### config.mk
export PLATFORM = sky130hd
export DESIGN_NAME = inverse_tone_mapping
export DESIGN_NICKNAME = d
export VERILOG_FILES = /design/src/rtl/tone_mapping_pkg.sv /design/src/rtl/itm_mult_add.sv /design/src/rtl/inverse_tone_mapping.sv
export SDC_FILE = /design/constraint.sdc
export NUM_CORES = 1
export LEC_CHECK = 0
export ABC_AREA = 1
export BUFFER_PORTS_ARGS = -buffer_cell sky130_fd_sc_hd__buf_2
export CAP_MARGIN = 20
export CORE_MARGIN = 2
export CORE_UTILIZATION = 35
export DETAILED_ROUTE_END_ITERATION = 7
export GPL_TIMING_DRIVEN = 0
export PLACE_DENSITY = 0.61
export SYNTH_ARGS = -nofsm -noshare
export SYNTH_HDL_FRONTEND = slang
export SYNTH_HIERARCHICAL = 1
export SYNTH_SLANG_ARGS = --single-unit
### constraint.sdc
create_clock -name clk -period 4.8 [get_ports clk]
set_input_delay 0.24 -clock clk [delete_from_list [all_inputs] [get_ports clk]]
set_output_delay 0.24 -clock clk [all_outputs]
set_load 0.01 [all_outputs]
### src/rtl/tone_mapping_pkg.sv
// Shared types and constants for the inverse tone mapping block.
package tone_mapping_pkg;
  localparam int ITM_W_DEFAULT = 10;
  localparam int ITM_LATENCY   = 3;

  typedef enum logic {IDLE, ACTIVE} itm_state_e;
endpackage

### src/rtl/itm_mult_add.sv
// Two registered stages: scale compressed pixel by diff and shift, then add min.
// Build option ITM_ROUND_EN rounds half-up before the shift instead of truncating.
module itm_mult_add
  import tone_mapping_pkg::*;
#(
  parameter int W = ITM_W_DEFAULT
) (
  input  logic         clk,
  input  logic         reset_n,
  input  logic         en1,
  input  logic         en2,
  input  logic [W-3:0] data,
  input  logic [W-1:0] min,
  input  logic [W-1:0] diff,
  output logic [W-1:0] result
);
  localparam int PW = 2*W-2;

  logic [PW-1:0] prod;
  logic [W-1:0]  scaled, min_q, diff_q, frac;

`ifdef ITM_ROUND_EN
  localparam logic [PW-1:0] RND = PW'(1) << (W-3);
  assign prod = PW'(data) * PW'(diff) + RND;
`else
  assign prod = PW'(data) * PW'(diff);
`endif

  always_ff @(posedge clk or negedge reset_n) begin
    if (!reset_n) begin
      scaled <= '0;
      min_q  <= '0;
      diff_q <= '0;
    end else if (en1) begin
      scaled <= W'(prod >> (W-2));
      min_q  <= min;
      diff_q <= diff;
    end
  end

  // Rounding can land exactly on diff, never above; the clamp keeps min+frac within max.
  assign frac = (scaled > diff_q) ? diff_q : scaled;

  always_ff @(posedge clk or negedge reset_n) begin
    if (!reset_n)  result <= '0;
    else if (en2)  result <= min_q + frac;
  end
endmodule

### src/rtl/inverse_tone_mapping.sv
// Expands W-2 bit pixels back to [min,max] with a 3-cycle pipeline, frame FSM and sticky error.
// Build option ITM_ROUND_EN selects round-half-up scaling in itm_mult_add.
module inverse_tone_mapping
  import tone_mapping_pkg::*;
#(
  parameter int W = ITM_W_DEFAULT
) (
  input  logic         clk,
  input  logic         reset_n,
  input  logic [W-1:0] param_min,
  input  logic [W-1:0] param_max,
  input  logic         param_load,
  input  logic         sop,
  input  logic         eop,
  input  logic         valid,
  input  logic [W-3:0] data,
  output logic [W-1:0] data_o,
  output logic         sop_o,
  output logic         eop_o,
  output logic         valid_o,
  output logic         frame_err
);
  itm_state_e state, state_nxt;
  logic         err_nxt, sop_acc, pix_acc;
  logic [W-1:0] sh_min, sh_max, act_min, act_diff;
  logic [W-1:0] ld_min, ld_max, new_diff, pix_min, pix_diff;
  logic [W-1:0] min1, diff1;
  logic [W-3:0] data1;
  logic [ITM_LATENCY:0] vld_pipe, sop_pipe, eop_pipe;
  logic [ITM_LATENCY:1] vld_q, sop_q, eop_q;

  // A load in the same cycle as sop must reach that frame, so bypass the shadow.
  assign ld_min   = param_load ? param_min : sh_min;
  assign ld_max   = param_load ? param_max : sh_max;
  assign new_diff = (ld_max >= ld_min) ? ld_max - ld_min : '0;

  assign sop_acc  = valid & sop;
  assign pix_acc  = valid & (sop | (state == ACTIVE));
  assign pix_min  = sop_acc ? ld_min   : act_min;
  assign pix_diff = sop_acc ? new_diff : act_diff;

  assign vld_pipe = {vld_q, pix_acc};
  assign sop_pipe = {sop_q, sop_acc};
  assign eop_pipe = {eop_q, pix_acc & eop};

  always_comb begin
    state_nxt = state;
    err_nxt   = 1'b0;
    case (state)
      IDLE: if (valid) begin
        if (sop) begin
          if (!eop) state_nxt = ACTIVE;
        end else begin
          err_nxt = 1'b1;
        end
      end
      ACTIVE: if (valid) begin
        if (sop) err_nxt   = 1'b1;
        if (eop) state_nxt = IDLE;
      end
    endcase
  end

  always_ff @(posedge clk or negedge reset_n) begin
    if (!reset_n) begin
      state     <= IDLE;
      frame_err <= 1'b0;
    end else begin
      state     <= state_nxt;
      frame_err <= frame_err | err_nxt;
    end
  end

  always_ff @(posedge clk or negedge reset_n) begin
    if (!reset_n) begin
      sh_min   <= '0;
      sh_max   <= '1;
      act_min  <= '0;
      act_diff <= '1;
    end else begin
      sh_min <= ld_min;
      sh_max <= ld_max;
      if (sop_acc) begin
        act_min  <= ld_min;
        act_diff <= new_diff;
      end
    end
  end

  always_ff @(posedge clk or negedge reset_n) begin
    if (!reset_n) begin
      vld_q <= '0;
      sop_q <= '0;
      eop_q <= '0;
      data1 <= '0;
      min1  <= '0;
      diff1 <= '0;
    end else begin
      vld_q <= vld_pipe[ITM_LATENCY-1:0];
      sop_q <= sop_pipe[ITM_LATENCY-1:0];
      eop_q <= eop_pipe[ITM_LATENCY-1:0];
      if (vld_pipe[0]) begin
        data1 <= data;
        min1  <= pix_min;
        diff1 <= pix_diff;
      end
    end
  end

  assign valid_o = vld_q[ITM_LATENCY];
  assign sop_o   = sop_q[ITM_LATENCY];
  assign eop_o   = eop_q[ITM_LATENCY];

  itm_mult_add #(.W(W)) u_mult_add (
    .clk     (clk),
    .reset_n (reset_n),
    .en1     (vld_q[1]),
    .en2     (vld_q[2]),
    .data    (data1),
    .min     (min1),
    .diff    (diff1),
    .result  (data_o)
  );
endmodule

Word level (Yosys, flattened, before mapping). Index checks and enable logic that the tools add are counted.

Bits in registers: 119. Output and inout bits: 14. Word-level logic and storage cells: 43. Input port bits: 34.

Add/sub/neg operators: 2. $lt $le $gt $ge: 2. Mux-type cells: 16. Multiply operators: 1. Bitwise gates (word level): 6.

Operators by type and width (number): 10-bit 2-to-1 mux (6); 8-bit by 10-bit multiplier with 18-bit output (1); 10-bit adder (1); 10-bit greater-or-equal comparator (1); 10-bit greater-than comparator (1); 10-bit subtractor (1); 1-bit 2-to-1 mux (8); 1-bit one-hot mux with 2 select lines (2); 1-bit bitwise AND (3); 1-bit OR (2); 1-bit inverter (1).

Depth between registers and ports, before layout. Gate-level depths: netlist of run 1.

Word-level depth: 4. Mapped depth: 24. Gate-level depth less buffers: 23.

Modules after synthesis. The synthesis of run 1 kept the hierarchy.

By module, submodules not included: itm_mult_add (cells an instance 698, area each 5058.6 um2, seq. area each 1001.0 um2, times used 1); inverse_tone_mapping (cells an instance 400, area each 3532.1 um2, seq. area each 2001.9 um2, times used 1).

Worst setup path after synthesis of run 1. No wires, ideal clock.

Path type: register -> register. From: register data1[2]. To: register u_mult_add.scaled[4]. Period minus slack after synthesis: 3.950 ns. Path slack: 0.850 ns. Cell stages (with the launch flop): 17. Path buffers: 1. Arrival: 3.833 ns. Library setup time: 0.117 ns. Data required time: 4.683 ns. Cell sequence: dfrtp_1 -> clkbuf_1 -> nand2_1 -> fa_1 -> fa_1 -> inv_1 -> fa_1 -> fa_1 -> ha_1 -> a21oi_1 -> a21boi_1 -> nand2_2 -> nand3_1 -> nand2_1 -> or2_1 -> nand3_1 -> nand2_1.

Word-level cells in the longest chain between the ends: 1.

Ends and longest elaborated chain: start, declared (RTL line inverse_tone_mapping.sv:28) `logic [W-3:0] data1;`; start signal, assigned (RTL line inverse_tone_mapping.sv:103) `data1 <= data;`; 8-bit by 10-bit multiplier with 18-bit output (RTL line itm_mult_add.sv:26) `assign prod = PW'(data) * PW'(diff);`; end signal, assigned (RTL line itm_mult_add.sv:35) `scaled <= W'(prod >> (W-2));`; end, declared (RTL line itm_mult_add.sv:20) `logic [W-1:0] scaled, min_q, diff_q, frac;`.

No other way between the ends. A chain may end at the register's enable or synchronous reset.

Worst setup path after layout of run 1.
From: register diff1[3]. To: register u_mult_add.scaled[9].

Word-level cells in the longest chain between the ends: 1.

Ends and longest elaborated chain: start, declared (RTL line inverse_tone_mapping.sv:27) `logic [W-1:0] min1, diff1;`; start signal, assigned (RTL line inverse_tone_mapping.sv:105) `diff1 <= pix_diff;`; 8-bit by 10-bit multiplier with 18-bit output (RTL line itm_mult_add.sv:26).

No other way between the ends.

==> results.toml, run 1 <==
[cts]
cts_tree = "done"
path_clk_slew_ps = 50
insertion_delay_ps = 410
root_buffer = "clkbuf_16"
cts_setup_buffers = 0
clk_path_buf_depth = 2
htree_levels = 4
numCtsBuffers = 17
cts_sinks = 119

[global_route]
grt_pass1_wl_um = 33000
grt-ovfl-total = 0
antenna_found_initial = 0
grt_max_degree = 97
grt_pass1_vias = 6767
global_route.usage.total = 0.158

[placement]
dp.final_hpwl_um = 14200
gp_congestion = 0.878
io_buffers = 47
pre_cts_ws_ps = 316
dpl.cell_count = 1470

[logic_synthesis]
netlist_area_sq_um = 8590
ys.flop_type = "dfrtp_1"
async_flop_share = 1.00
synthTopCellsByArea = "dfrtp_1, nand2_1, fa_1"
ys_seq_area_frac = 0.350
syn-num-nets = 1245
ys_types = 46
synth_cells = 1098
ys_ff_latch = 119
avgSynthCellArea_sq_um = 7.82
ys.warnings.count = 6
synth_top_area_frac = 0.288
synth_top_area_cell = "dfrtp_1"
synth_edf_count = 0

[finish]
final_cell_mix = "nand2_1, inv_1, dfrtp_1"
diodes = 0
nets = 1313
fin_cells = 1502
layout_commonest_cell = "nand2_1"
layout-drive-gt1-share = 0.139
areaGrowthSynthToFinish_pct = 15.1

[die]
die_h_um = 161
fp.dieArea_sq_um = 25800
start_util = 0.355
io_pins = 48
fp-row-count = 57
fp.coreArea_sq_um = 24200
die_w_um = 161

[power]
ir_drop_v = 0.000321
leakagePower_nw = 5.75
powerDensity_nw_per_um2 = 478
power_mw = 4.72

[timing]
fin_worst_skew_ps = 7.75
slew_viol_final = 0
finalCritPeriodShare = 0.938
tightest_slew_ps = 741
max-slew-margin-rel = 0.506
hold_violations = 0
setup_slack_ps = 297
fin_setup_tns_ps = 0
rsz0062_at_grt = "false"
period_minus_slack_ps = 4500
setup_viol = 0
max_freq_mhz = 222
holdWs_ps = 22.1

[detailed_routing]
drtPass1Iterations = 5
wire_per_inst_um = 12.5
antenna_left = 0
drc = 0
first_iter_violations = 337
via_count = 6764
wl_um = 18800
vias_per_cell = 4.50

[critical_path]
required_ps = 5090
cp-end-kind = "register"
worstSetupPathType = "register to register"
arrival_ps = 4800
crit_path_start_kind = "register"
crit_fanout = 9

[min_path]
hp-class = "primary input to register"

[status]
run_status = "completed"

[flow_run]
maxCapViolCount = 0
[flip-flops by register name (all words and copies together), names as in the netlist]
register and cells:
sop_q 3, state 1, vld_q 3, data1 8, diff1 10, sh_max 10, eop_q 3, u_mult_add/min_q 10
min1 10, act_diff 10, u_mult_add/result 10, sh_min 10, frame_err 1, act_min 10, u_mult_add/scaled 10, u_mult_add/diff_q 10
[cell families after synthesis]
family / Yosys count / share of synthesized area
and+or+nand+nor: 514 / 0.247
buffers and inverters: 243 / 0.118
DFF: 119 / 0.350
adders and majority gates: 113 / 0.207
AOI/OAI and AO/OA: 99 / 0.0687
xor gates and xnor gates: 10 / 0.0102
[area by class of cell]
cell class / instances / area (sq um)
plain buffers: 40 / 245
clock inverters: 9 / 149
repair buffers: 49 / 279
inverters: 203 / 764
flip-flops and latches: 119 / 3000
fillers: 2446 / 14300
clock buffers: 22 / 464
well taps: 324 / 405
multi-input cells: 736 / 4580
[layer usage]
metal,vias to the layer above,share of wire,global-route usage
li1,3458,-,-
met1,3189,0.51,0.227
met2,95,0.44,0.246
met3,22,0.033,0.0289
met4,0,0.015,0.0430
met5,-,0,0
[stage by stage]
stage          utilization  instance area [sq um]
2_1_floorplan            -                   8590
3_3_place_gp         0.382                   9230
3_5_place_dp         0.383                   9270
4_1_cts              0.409                   9890
5_1_grt              0.409                   9890
6_report             0.409                   9890
[Yosys cell counts, types with 2 or more instances]
library cell    n
buf_6           6
nor2_1         28
a31oi_1         4
or2_1           4
nand2_1       413
a21oi_1        21
o21bai_1        3
o21ai_2         8
o21bai_2        2
nor2_2          4
nand2_2        13
nand2_4         2
o21ai_0        30
nand4_1         5
buf_1           2
nand3_2         3
nor4_1          2
nor3_1          5
nand3b_1        2
clkbuf_8        4
ha_1           64
xnor2_1         6
a21oi_2         3
nand3_1        30
fa_1           49
o21ai_1        17
buf_2           5
a211oi_1        2
inv_1         188
clkbuf_1       22
xor2_1          4
dfrtp_1        99
dfstp_2        20
inv_2          13
a21o_1          4
[timing repair]
item | in CTS | in global routing
endpoints found under the hold margin | 23 | 0
gates resized for setup | 0 | 0
hold buffers | 1 | 0
[where the power goes]
part | switching (mW) | internal, mW | total, mW
registers | 0.101 | 1.23 | 1.33
clock network | 0.436 | 0.890 | 1.33
logic | 1.31 | 0.754 | 2.07
[worst paths after layout]
check / depth (start not counted) / startpoint / endpoint / slack (ps)
max: 18 / diff1[3]$_DFFE_PN0P_ / u_mult_add/scaled[9]$_DFFE_PN0P_ / 300
min: 3 / data[0] / data1[0]$_DFFE_PN0P_ / 20
max reg2reg: 18 / diff1[3]$_DFFE_PN0P_ / u_mult_add/scaled[9]$_DFFE_PN0P_ / 300
min reg2reg: 0 / sop_q[1]$_DFF_PN0_ / sop_q[2]$_DFF_PN0_ / 350
max in group asynchronous: 3 / reset_n / act_diff[0]$_DFF_PN1_ / 3800
min in group asynchronous: 2 / reset_n / frame_err$_DFF_PN0_ / 260
[worst max-delay path, stage by stage, from the launching register on]
cell and delay [ps]:
dfrtp_1 340, clkbuf_1 540, nand2_1 130, inv_1 100, fa_1 420, fa_1 460
fa_1 490, inv_1 50, fa_1 470, inv_1 40, ha_1 340, a21oi_2 250
o21ai_1 80, inv_1 100, nor2_1 50, nor3_1 210, nand3_1 110, nand3_1 130
nand2_1 60
No activity file was read; power rests on OpenSTA's default activity.
==> inputs of run 2 (changes only) <==
--- a/config.mk
+++ b/config.mk
@@ -15,5 +15,4 @@
 export PLACE_DENSITY = 0.61
 export SYNTH_ARGS = -nofsm -noshare
 export SYNTH_HDL_FRONTEND = slang
-export SYNTH_HIERARCHICAL = 1
 export SYNTH_SLANG_ARGS = --single-unit
==> results.toml, run 2 <==
[status]
run_status = "completed"

[critical_path]
cp-end-kind = "register"
arrival_ps = 4730
crit_path_start_kind = "register"
crit_fanout = 10
required_ps = 5100
worstSetupPathType = "register to register"

[global_route]
antenna_found_initial = 0
grt_max_degree = 86
grt-ovfl-total = 0
grt_pass1_wl_um = 31500
global_route.usage.total = 0.159
grt_pass1_vias = 6497

[logic_synthesis]
async_flop_share = 1.00
synth.most_common_cell = "nand2_1"
synth_top_area_frac = 0.297
synth-simple-area-share = 0.221
ys_types = 41
synth_common_cells = "nand2_1, inv_1, dfrtp_1"
synth_xor_area_frac = 0.0147
synthTopCellsByArea = "dfrtp_1, nand2_1, fa_1"
ys.warnings.count = 0
syn-num-nets = 1191
netlist_area_sq_um = 8350
ys_ff_latch = 119
synth_top_area_cell = "dfrtp_1"
avgSynthCellArea_sq_um = 8.00
synth_top_family_by_area = "simple AND/OR/NAND/NOR gates"
ys.flop_type = "dfrtp_1"
synth_compound_area_frac = 0.0826
synth_cells = 1044
synth_fa_ha_area_frac = 0.213
synthMuxAreaShare = 0
ys_seq_area_frac = 0.360
synth_edf_count = 0

[timing]
max_freq_mhz = 226
fin_worst_skew_ps = 6.32
period_minus_slack_ps = 4430
fin_setup_tns_ps = 0
rsz0062_at_grt = "false"
setup_viol = 0
tightest_slew_ps = 554
max-slew-margin-rel = 0.630
finalCritPeriodShare = 0.923
slew_viol_final = 0
hold_violations = 0

[detailed_routing]
drc = 0
wire_per_inst_um = 12.9
first_iter_violations = 369
antenna_left = 0
vias_per_cell = 4.59
wl_um = 18400
drtPass1Iterations = 4
via_count = 6559

[die]
fp-row-count = 56
die_w_um = 158
die_h_um = 158
fp.coreArea_sq_um = 23500
fp.dieArea_sq_um = 25100
io_pins = 48
start_util = 0.356

[power]
p_switching_mw = 2.35
swShare = 0.414
seqPwrFrac = 0.251
p_int_mw = 3.33
leakagePower_nw = 5.42
p_comb_frac = 0.487
ir_drop_v = 0.000286
power_mw = 5.68
clkPwrFrac = 0.263
powerDensity_nw_per_um2 = 587

[placement]
dp.final_hpwl_um = 14300
gp_congestion = 0.852
io_buffers = 47
placed_area_sq_um = 9020
dpl.cell_count = 1411

[finish]
multiInputGateArea_sq_um = 4440
seq_area_sq_um = 3000
final_area_sq_um = 9670
fin_cells = 1430
diodes = 0
final_util = 0.412
fillerInstances = 2377
areaGrowthSynthToFinish_pct = 15.8
nets = 1246
layout-drive-gt1-share = 0.117
layout_commonest_cell = "nand2_1"
final_cell_mix = "nand2_1, inv_1, dfrtp_1"

[cts]
cts_setup_buffers = 0
cts_tree = "done"
clk_path_buf_depth = 2
root_buffer = "clkbuf_16"
insertion_delay_ps = 410
numCtsBuffers = 17
path_clk_slew_ps = 50
htree_levels = 4
cts_sinks = 119

[flow_run]
maxCapViolCount = 0

[min_path]
hp-class = "primary input to register"
run 2: cell count changes after synthesis, sizes merged, moves of 3 or more:
cell | before | now
nor2 | 33 | 44
clkbuf | 26 | 29
o21ai | 55 | 68
nand3b | 2 | 5
nand3 | 33 | 36
nand2 | 428 | 353
buf | 14 | 11
a31oi | 4 | 11
nand4 | 7 | 4
inv | 202 | 183
run 2: worst paths after layout:
| path | start | end | slack [ps] | cells past startpoint |
|---|---|---|---|---|
| worst max-delay path | diff1[5]$_DFFE_PN0P_ | u_mult_add.scaled[9]$_DFFE_PN0P_ | 370 | 16 |
| worst min-delay path | data[1] | data1[1]$_DFFE_PN0P_ | 30 | 3 |
| worst max register to register | diff1[5]$_DFFE_PN0P_ | u_mult_add.scaled[9]$_DFFE_PN0P_ | 370 | 16 |
| worst min register to register | eop_q[2]$_DFF_PN0_ | eop_q[3]$_DFF_PN0_ | 350 | 0 |
| max in group asynchronous | reset_n | act_diff[9]$_DFF_PN1_ | 3790 | 3 |
| min in group asynchronous | reset_n | frame_err$_DFF_PN0_ | 280 | 2 |
run 2: final cells by class:
class	count	share of cell area
inverters	184	0.0714
clock buffers	19	0.0458
plain buffers	27	0.0173
well taps	319	0.0413
multi-input cells	701	0.459
flip-flops and latches	119	0.311
clock inverters	12	0.0258
repair buffers	49	0.0289
run 2: kinds of logic after synthesis:
logic type	count (synthesis)
compound gates	122
buf+inv	224
fa+ha+maj	113
flops	119
simple gates	452
xor+xnor	14
run 2: routing by layer:
layer / GRT usage / wire, um / vias up
li1: - / - / 3324
met1: 0.232 / 9570 / 3113
met2: 0.246 / 8110 / 107
met3: 0.0302 / 563 / 15
met4: 0.0347 / 187 / 0
met5: 0 / 0 / -
run 2: timing repair:
| item | CTS | global route |
|---|---|---|
| gates resized for setup | 0 | 0 |
| endpoints found under the setup margin | 0 | 4 |
| hold endpoints to repair | 33 | 0 |
| hold buffers | 1 | 0 |
run 2: metrics by stage:
stage / setup WS [ps] / hold slack (ps)
floorplan: 693 / -55.6
global placement: 225 / 335
detailed placement: 187 / 158
CTS: 166 / 8.86
global route: 36.7 / 19.7
finish: 372 / 27.0
run 2: power by group through the flow:
stage | sequential (mW) | clock (mW) | combinational (mW)
finish | 1.42 | 1.49 | 2.76
global route | 1.45 | 1.57 | 3.20
CTS | 1.34 | 1.52 | 2.89
detailed placement | 1.36 | 0 | 2.86
global placement | 1.35 | 0 | 2.81
floorplan | 1.35 | 0 | 2.14
run 2: critical path, stage by stage, from the launching register on:
cell	delay [ps]
dfrtp_1	640
nand2_1	110
inv_1	80
fa_1	450
fa_1	470
fa_1	550
inv_1	60
fa_1	530
inv_1	40
ha_1	350
a21oi_1	310
o21a_1	210
nor2_1	50
nor3_1	190
nand3_1	130
nand3_2	110
o21ai_2	50
